<file path="config.mk">
export PLATFORM = sky130hd
export DESIGN_NAME = weight_loader
export DESIGN_NICKNAME = d
export VERILOG_FILES = /design/src/rtl/weight_loader.sv
export SDC_FILE = /design/constraint.sdc
export NUM_CORES = 1
export LEC_CHECK = 0
export ABC_CLOCK_PERIOD_IN_PS = 2800
export CORE_ASPECT_RATIO = 1.4
export CORE_MARGIN = 2
export CORE_UTILIZATION = 54
export DETAILED_ROUTE_END_ITERATION = 12
export PLACE_DENSITY = 0.78
export SLEW_MARGIN = 20
export SYNTH_ARGS = -nofsm -noshare
export SYNTH_HDL_FRONTEND = slang
export SYNTH_SLANG_ARGS = --single-unit
</file>
<file path="constraint.sdc">
create_clock -name clk -period 2.8 [get_ports clk]
set_input_delay 0.42 -clock clk [delete_from_list [all_inputs] [get_ports clk]]
set_output_delay 0.42 -clock clk [all_outputs]
set_load 0.02 [all_outputs]
</file>
<file path="src/rtl/weight_loader.sv">
// weight_loader: packs a valid/ready element stream into WIDTH-bit words and writes them
// to consecutive memory_bank addresses. Optional checksum: define WEIGHT_LOADER_CHECKSUM_EN.
module weight_loader #(
    parameter int WIDTH  = 32,
    parameter int DEPTH  = 256,
    parameter int ELEM_W = 8,
    localparam int AW    = $clog2(DEPTH)
) (
    input  logic              clk,
    input  logic              rst_n,
    input  logic              start,
    input  logic [AW-1:0]     base_addr,
    input  logic [AW:0]       num_words,
    input  logic              s_valid,
    input  logic [ELEM_W-1:0] s_data,
    input  logic              s_last,
    output logic              s_ready,
    output logic              mem_we,
    output logic [AW-1:0]     mem_waddr,
    output logic [WIDTH-1:0]  mem_wdata,
    output logic              busy,
    output logic              done,
    output logic              err,
    output logic [15:0]       checksum
);

    localparam int LANES = WIDTH / ELEM_W;
    localparam int LW    = (LANES > 1) ? $clog2(LANES) : 1;
    localparam logic [LW-1:0] LAST_LANE = LW'(LANES - 1);
    localparam logic [LW-1:0] LANE_ONE  = LW'(1);
    localparam logic [AW-1:0] LAST_ADDR = AW'(DEPTH - 1);
    localparam logic [AW-1:0] ADDR_ONE  = AW'(1);
    localparam logic [AW:0]   WORD_ONE  = (AW+1)'(1);

    typedef enum logic [1:0] {IDLE, LOAD, DRAIN, DONE} state_t;

    state_t            state;
    logic [LW-1:0]     lane_cnt;
    logic [AW:0]       word_cnt;
    logic [AW:0]       nwords;
    logic [AW-1:0]     addr;
    logic [WIDTH-1:0]  word_buf;
    logic [WIDTH-1:0]  word_next;
    logic              accept;
    logic              lane_full;
    logic              final_word;
    logic              word_end;

    assign accept     = s_valid && s_ready;
    assign lane_full  = (lane_cnt == LAST_LANE);
    assign final_word = ((word_cnt + WORD_ONE) == nwords);
    assign word_end   = accept && (lane_full || s_last);

    // Lanes above the current one are still zero in word_buf, which gives
    // the zero padding for a word cut short by an early s_last.
    always_comb begin
        word_next = word_buf;
        word_next[lane_cnt*ELEM_W +: ELEM_W] = s_data;
    end

    always_ff @(posedge clk or negedge rst_n) begin
        if (!rst_n) begin
            state     <= IDLE;
            lane_cnt  <= '0;
            word_cnt  <= '0;
            nwords    <= '0;
            addr      <= '0;
            word_buf  <= '0;
            s_ready   <= 1'b0;
            mem_we    <= 1'b0;
            mem_waddr <= '0;
            mem_wdata <= '0;
            busy      <= 1'b0;
            done      <= 1'b0;
            err       <= 1'b0;
        end else begin
            mem_we <= 1'b0;
            done   <= 1'b0;
            case (state)
                IDLE: begin
                    if (start) begin
                        err <= 1'b0;
                        if (num_words != '0) begin
                            nwords   <= num_words;
                            addr     <= base_addr;
                            word_cnt <= '0;
                            lane_cnt <= '0;
                            word_buf <= '0;
                            s_ready  <= 1'b1;
                            busy     <= 1'b1;
                            state    <= LOAD;
                        end else begin
                            // Empty load still takes the DRAIN cycle so done keeps its 2-cycle latency.
                            busy  <= 1'b1;
                            state <= DRAIN;
                        end
                    end
                end
                LOAD: begin
                    if (word_end) begin
                        mem_we    <= 1'b1;
                        mem_waddr <= addr;
                        mem_wdata <= word_next;
                        addr      <= (addr == LAST_ADDR) ? '0 : addr + ADDR_ONE;
                        word_cnt  <= word_cnt + WORD_ONE;
                        lane_cnt  <= '0;
                        word_buf  <= '0;
                        if (final_word || s_last) begin
                            err     <= !(final_word && lane_full);
                            s_ready <= 1'b0;
                            state   <= DRAIN;
                        end
                    end else if (accept) begin
                        word_buf <= word_next;
                        lane_cnt <= lane_cnt + LANE_ONE;
                    end
                end
                DRAIN: begin
                    busy  <= 1'b0;
                    done  <= 1'b1;
                    state <= DONE;
                end
                DONE: begin
                    state <= IDLE;
                end
                default: begin
                    s_ready <= 1'b0;
                    busy    <= 1'b0;
                    state   <= IDLE;
                end
            endcase
        end
    end

`ifdef WEIGHT_LOADER_CHECKSUM_EN
    logic [15:0] csum;

    always_ff @(posedge clk or negedge rst_n) begin
        if (!rst_n) begin
            csum <= '0;
        end else if (state == IDLE && start) begin
            csum <= '0;
        end else if (accept) begin
            csum <= csum + 16'(s_data);
        end
    end

    assign checksum = csum;
`else
    assign checksum = '0;
`endif

endmodule

</file>
; After elaboration in Yosys (flattened, before gate mapping)
; Cells that the tools add are included.
[totals]
elab_cells = 87
ff_bits = 107
[classes]
reduce_logical = 18
eq_ne = 11
n_shift = 2
mux = 39
add_sub_neg = 4
[op_table]
columns = operator, n
row1 = 2-to-1 mux 32 bit, 4
row2 = one-hot mux 32 bit (2 select lines), 1
row3 = negator 5 -> 34 bit, 1
row4 = "variable shift 8 x 34 -> 32 bit, first input constant", 1
row5 = variable part select 8 x 34 -> 32 bit, 1
row6 = bitwise mux 32 bit, 1
row7 = 2-to-1 mux 8 bit, 4
row8 = 2-to-1 mux 9 bit, 3
row9 = one-hot mux 9 bit (2 select lines), 1
row10 = 2-to-1 mux 2 bit, 8
row11 = one-hot mux 8 bit (2 select lines), 1
row12 = AND reduction 4 bit, 3
row13 = 2-to-1 mux 1 bit, 11
row14 = "adder 9 x 1 -> 9 bit, second input constant", 1
row15 = == test 9 bit, 1
row16 = nonzero test 9 bit, 1
row17 = "adder 8 x 1 -> 8 bit, second input constant", 1
row18 = "== test 8 bit, second input constant", 1
row19 = "inequality test 2 bit, second input constant", 4
row20 = one-hot mux 2 bit (4 select lines), 1
row21 = "== test 2 bit, second input constant", 3
row22 = one-hot mux 1 bit (2 select lines), 3
row23 = AND reduction 3 bit, 2
row24 = AND reduction 5 bit, 1
row25 = other kinds (10), 15

; Depth between registers and ports, before layout
[logic_depth]
ltp_word = 7
mapped_depth = 10
mapped_depth_nobuf = 9

; Worst setup path before layout
; OpenSTA, ideal clock, no wires.
[synth_timing]
path_kind = register to register
start = register word_cnt[0]
end = register state[0]
path_slack_ns = 0.626
setup_time_ns = 0.125
synth_period_minus_slack_ns = 2.174
arrival_ns = 2.049
stages_incl_launch_ff = 10
cell_sequence = dfrtp_1 -> ha_1 -> buf_6 -> and4_4 -> buf_6 -> a32oi_2 -> o2111a_1 -> nand4_2 -> o21bai_4 -> mux2_4
[synth_via]
elab_chain_cells = 5
[synth_rtl]
columns = item, line
row1 = "start, declared", 39  ; logic [AW:0] word_cnt;
row2 = "start signal, assigned", 105  ; word_cnt <= word_cnt + WORD_ONE;
row3 = adder 9 x 1 -> 9 bit, 51  ; assign final_word = ((word_cnt + WORD_ONE) == nwords);
row4 = == test 9 bit, 51
row5 = logical OR 1 bit, 108  ; if (final_word || s_last) begin
row6 = inequality test 2 bit (no line), -
row7 = AND reduction 3 bit (no line), -
row8 = "end signal, assigned", 63  ; state <= IDLE;
row9 = "end signal, assigned", 111  ; state <= DRAIN;
row10 = "end signal, assigned", 121  ; state <= DONE;
row11 = "end, declared", 37  ; state_t state;
; No other way between the ends.
; A chain may end at the register's enable or synchronous reset.

; Final worst setup path
; Ends and elaborated chain as after synthesis.

==> impl_metrics.yaml <==
timing:
  holdWs_ns: 0.00322
  worst_pin_slew_ns: 0.620
  hold_viol_final: 0
  slew_headroom: 0.587
  fin_crit_ns: 2.44
  slew_violations: 0
  skew_ns: 0.00802
  setup_tns_ns: 0
  rsz0062_at_grt: "false"
  setup-violations-final: 0
  max_freq_mhz: 411
  setup_slack_ns: 0.365
  min_period_over_period: 0.870
clock_tree:
  clock-root-buffer: "clkbuf_16"
  path_clk_slew_ns: 0.07
  cts_setup_buffers: 0
  cts_tree: "yes"
  cts_sinks: 107
  ctsHtreeMaxLevel: 3
  clk_path_buf_depth: 2
  cts_hold_buf: 0
  clock_latency_ns: 0.35
  numCtsBuffers: 9
flow_run:
  drv_cap: 0
power_and_ir_drop:
  power.leakage_uw: 0.00293
  powerDensity_nw_per_um2: 865
  total_power_uw: 5670
  irDropWorstVdd_mv: 0.398
synthesis:
  synth-seq-cells: 107
  yosys_warnings: 0
  ys.flop_type: "dfrtp_1"
  synthCells: 560
  synth_top_family_by_area: "compound AO/OA/AOI/OAI gates"
  synth_seq_area_share: 0.491
  synth_cell_type_count: 60
  synthAdderAreaFrac: 0.0252
  synth_compound_area_frac: 0.216
  synth-edff-count: 0
  yosys.area_share.simple: 0.161
  synth_mux_area_frac: 0.0266
  avgSynthCellArea_um2: 9.74
  synthXorXnorAreaFrac: 0.0144
  synth_area_um2: 5460
  synthArstFlopShare: 1.00
status:
  outcome: "complete, no violations"
placed_design:
  pre_cts_ws_ns: 0.0176
  io_buffers: 74
  gp_congestion: 0.843
  dp_hpwl_um: 8590
  dp_cells: 742
layout:
  area_growth_pct: 20.0
  diodes: 0
  seqCellArea_um2: 2680
  layout.cells.non_filler: 758
  multi_input_area_um2: 2490
  drive_above_1_share: 0.0899
  n_fill_cell: 831
  final_nets: 659
routing:
  wirelength_um: 12100
  drt_iter0_drc: 256
  ant_nets: 0
  drt-pass1-iter-count: 4
  drc: 0
  via_count: 4306
  wire_per_inst_um: 15.9
  viasPerCell: 5.68
global_route:
  antenna_found_initial: 0
  grt_pass1_vias: 4182
  grt_use_total: 0.232
  grt.overflow.total: 0
  grt_max_degree: 75
  grt_pass1_wl_um: 19700
floorplan:
  initial_core_util: 0.551
  rows: 43
  num_io_pins: 91
  die_area_um2: 10900
  die_w_um: 89.0
  fp.dieH_um: 123
  core_um2: 9900
setup_path:
  rr_worst_depth: 7
  start_kind: "flip-flop"
  critPathMaxFanout: 8
  cp.required_ns: 3.04
  crit_type: "reg2reg"
  cp.arrival_ns: 2.67
  crit_path_end_kind: "flip-flop"
hold_path:
  hold_path_class: "in2async"
==> cell families after synthesis <==
kind of cell	after synthesis
fa+ha+maj	11
mux	13
simple gates	168
flops	107
compound gates	184
xor+xnor	9
other cells	1
buf+inv	67
==> path summary, 6_finish.rpt <==
| check | from | slack [ns] | endpoint |
|---|---|---|---|
| setup / recovery | word_cnt[0] | 0.36 | state[0] |
| hold / removal | rst_n | 0.003 | mem_wdata[9] |
| setup reg to reg | word_cnt[0] | 0.36 | state[0] |
| hold reg to reg | mem_wdata[22] | 0.48 | mem_wdata[22] |
| max in group asynchronous | rst_n | 2.06 | mem_wdata[31] |
| min in group clk | mem_wdata[22] | 0.48 | mem_wdata[22] |
==> stage by stage <==
stage / utilization / cell area, um^2
floorplan: - / 5510
global placement: 0.628 / 6220
detailed placement: 0.628 / 6220
CTS: 0.661 / 6550
global route: 0.662 / 6550
finish: 0.662 / 6550
==> layout by cell type (no fill, tap or decap), types with 2 or more instances in the layout <==
cell type	count
dfrtp_1	107
clkdlybuf4s50_1	73
nand2_1	71
o21ai_0	64
a21oi_1	46
a22o_1	33
nor2b_1	33
nor2_1	22
conb_1	16
inv_1	13
and3_1	11
ha_1	11
buf_4	11
clkbuf_16	9
nand3_1	8
mux2_2	7
o21ai_1	6
nor3_1	5
o22ai_1	5
xnor2_1	5
xor2_1	4
o31ai_1	4
mux2i_1	4
a31oi_1	3
o211ai_1	3
and2_1	2
and2b_1	2
nand3_2	2
nand4_2	2
o41ai_1	2
o2111ai_1	2
clkinv_4	2
bufinv_16	2
==> where the power goes <==
group          internal [uW]  switching [uW]  total (uW)
sequential              1880             285        2160
combinational            889            1240        2130
clock                    791             585        1380
total                   3560            2110        5670
==> layer usage <==
layer / GRT usage / part of all wire / vias up
li1: - / - / 2063
met1: 0.285 / 0.41 / 2067
met2: 0.391 / 0.52 / 147
met3: 0.0421 / 0.043 / 29
met4: 0.111 / 0.030 / 0
met5: 0 / 0 / -
==> cells in the mapped netlist, types with 2 or more instances <==
cell / instances / area (um^2)
o21ai_1: 7 / 35.0
and2b_1: 2 / 15.0
mux2i_1: 4 / 40.0
buf_4: 19 / 143
nor2b_1: 33 / 206
dfrtp_1: 107 / 2680
a22o_1: 33 / 289
nand4_2: 2 / 25.0
o2111ai_1: 2 / 17.5
xnor2_1: 5 / 43.8
nor3_1: 5 / 25.0
nor2_1: 22 / 82.6
inv_1: 13 / 48.8
ha_1: 11 / 138
a21oi_1: 47 / 235
o31ai_1: 4 / 30.0
o211ai_1: 3 / 22.5
mux2_2: 7 / 78.8
and2_1: 2 / 12.5
o22ai_1: 5 / 31.3
o21ai_0: 64 / 320
nand2_1: 71 / 267
buf_6: 4 / 45.0
and3_1: 11 / 68.8
buf_2: 6 / 30.0
nand3_1: 8 / 40.0
nand3_2: 2 / 20.0
clkbuf_1: 23 / 86.3
a31oi_1: 3 / 18.8
o41ai_1: 2 / 17.5
xor2_1: 4 / 35.0
==> sequential cells by signal, summed over array words and instances (netlist names) <==
register   flops
addr           8
busy           1
done           1
err            1
lane_cnt       2
mem_waddr      8
mem_wdata     32
mem_we         1
nwords         9
s_ready        1
state          2
word_buf      32
word_cnt       9
==> final cells by class <==
class,count,area share
Clock inverter,7,0.0155
Clock buffer,9,0.0344
Inverter,14,0.00802
Multi-Input combinational cell,401,0.380
Timing Repair Buffer,85,0.127
Sequential cell,107,0.409
Tap cell,135,0.0258
==> critical path: stages, from the launching register on <==
cell and delay (ns):
dfrtp_1 0.47, ha_1 0.37, nand3_1 0.18, a311oi_2 0.33
o2111a_1 0.25, nand4_2 0.15, o21bai_4 0.23, mux2_4 0.32
==> what timing repair did <==
action,4_1_cts,5_1_grt
endpoints found under the setup margin,0,32
gates resized for setup,0,1
hold endpoints to repair,0,0
(Power assumes the default switching activity.)
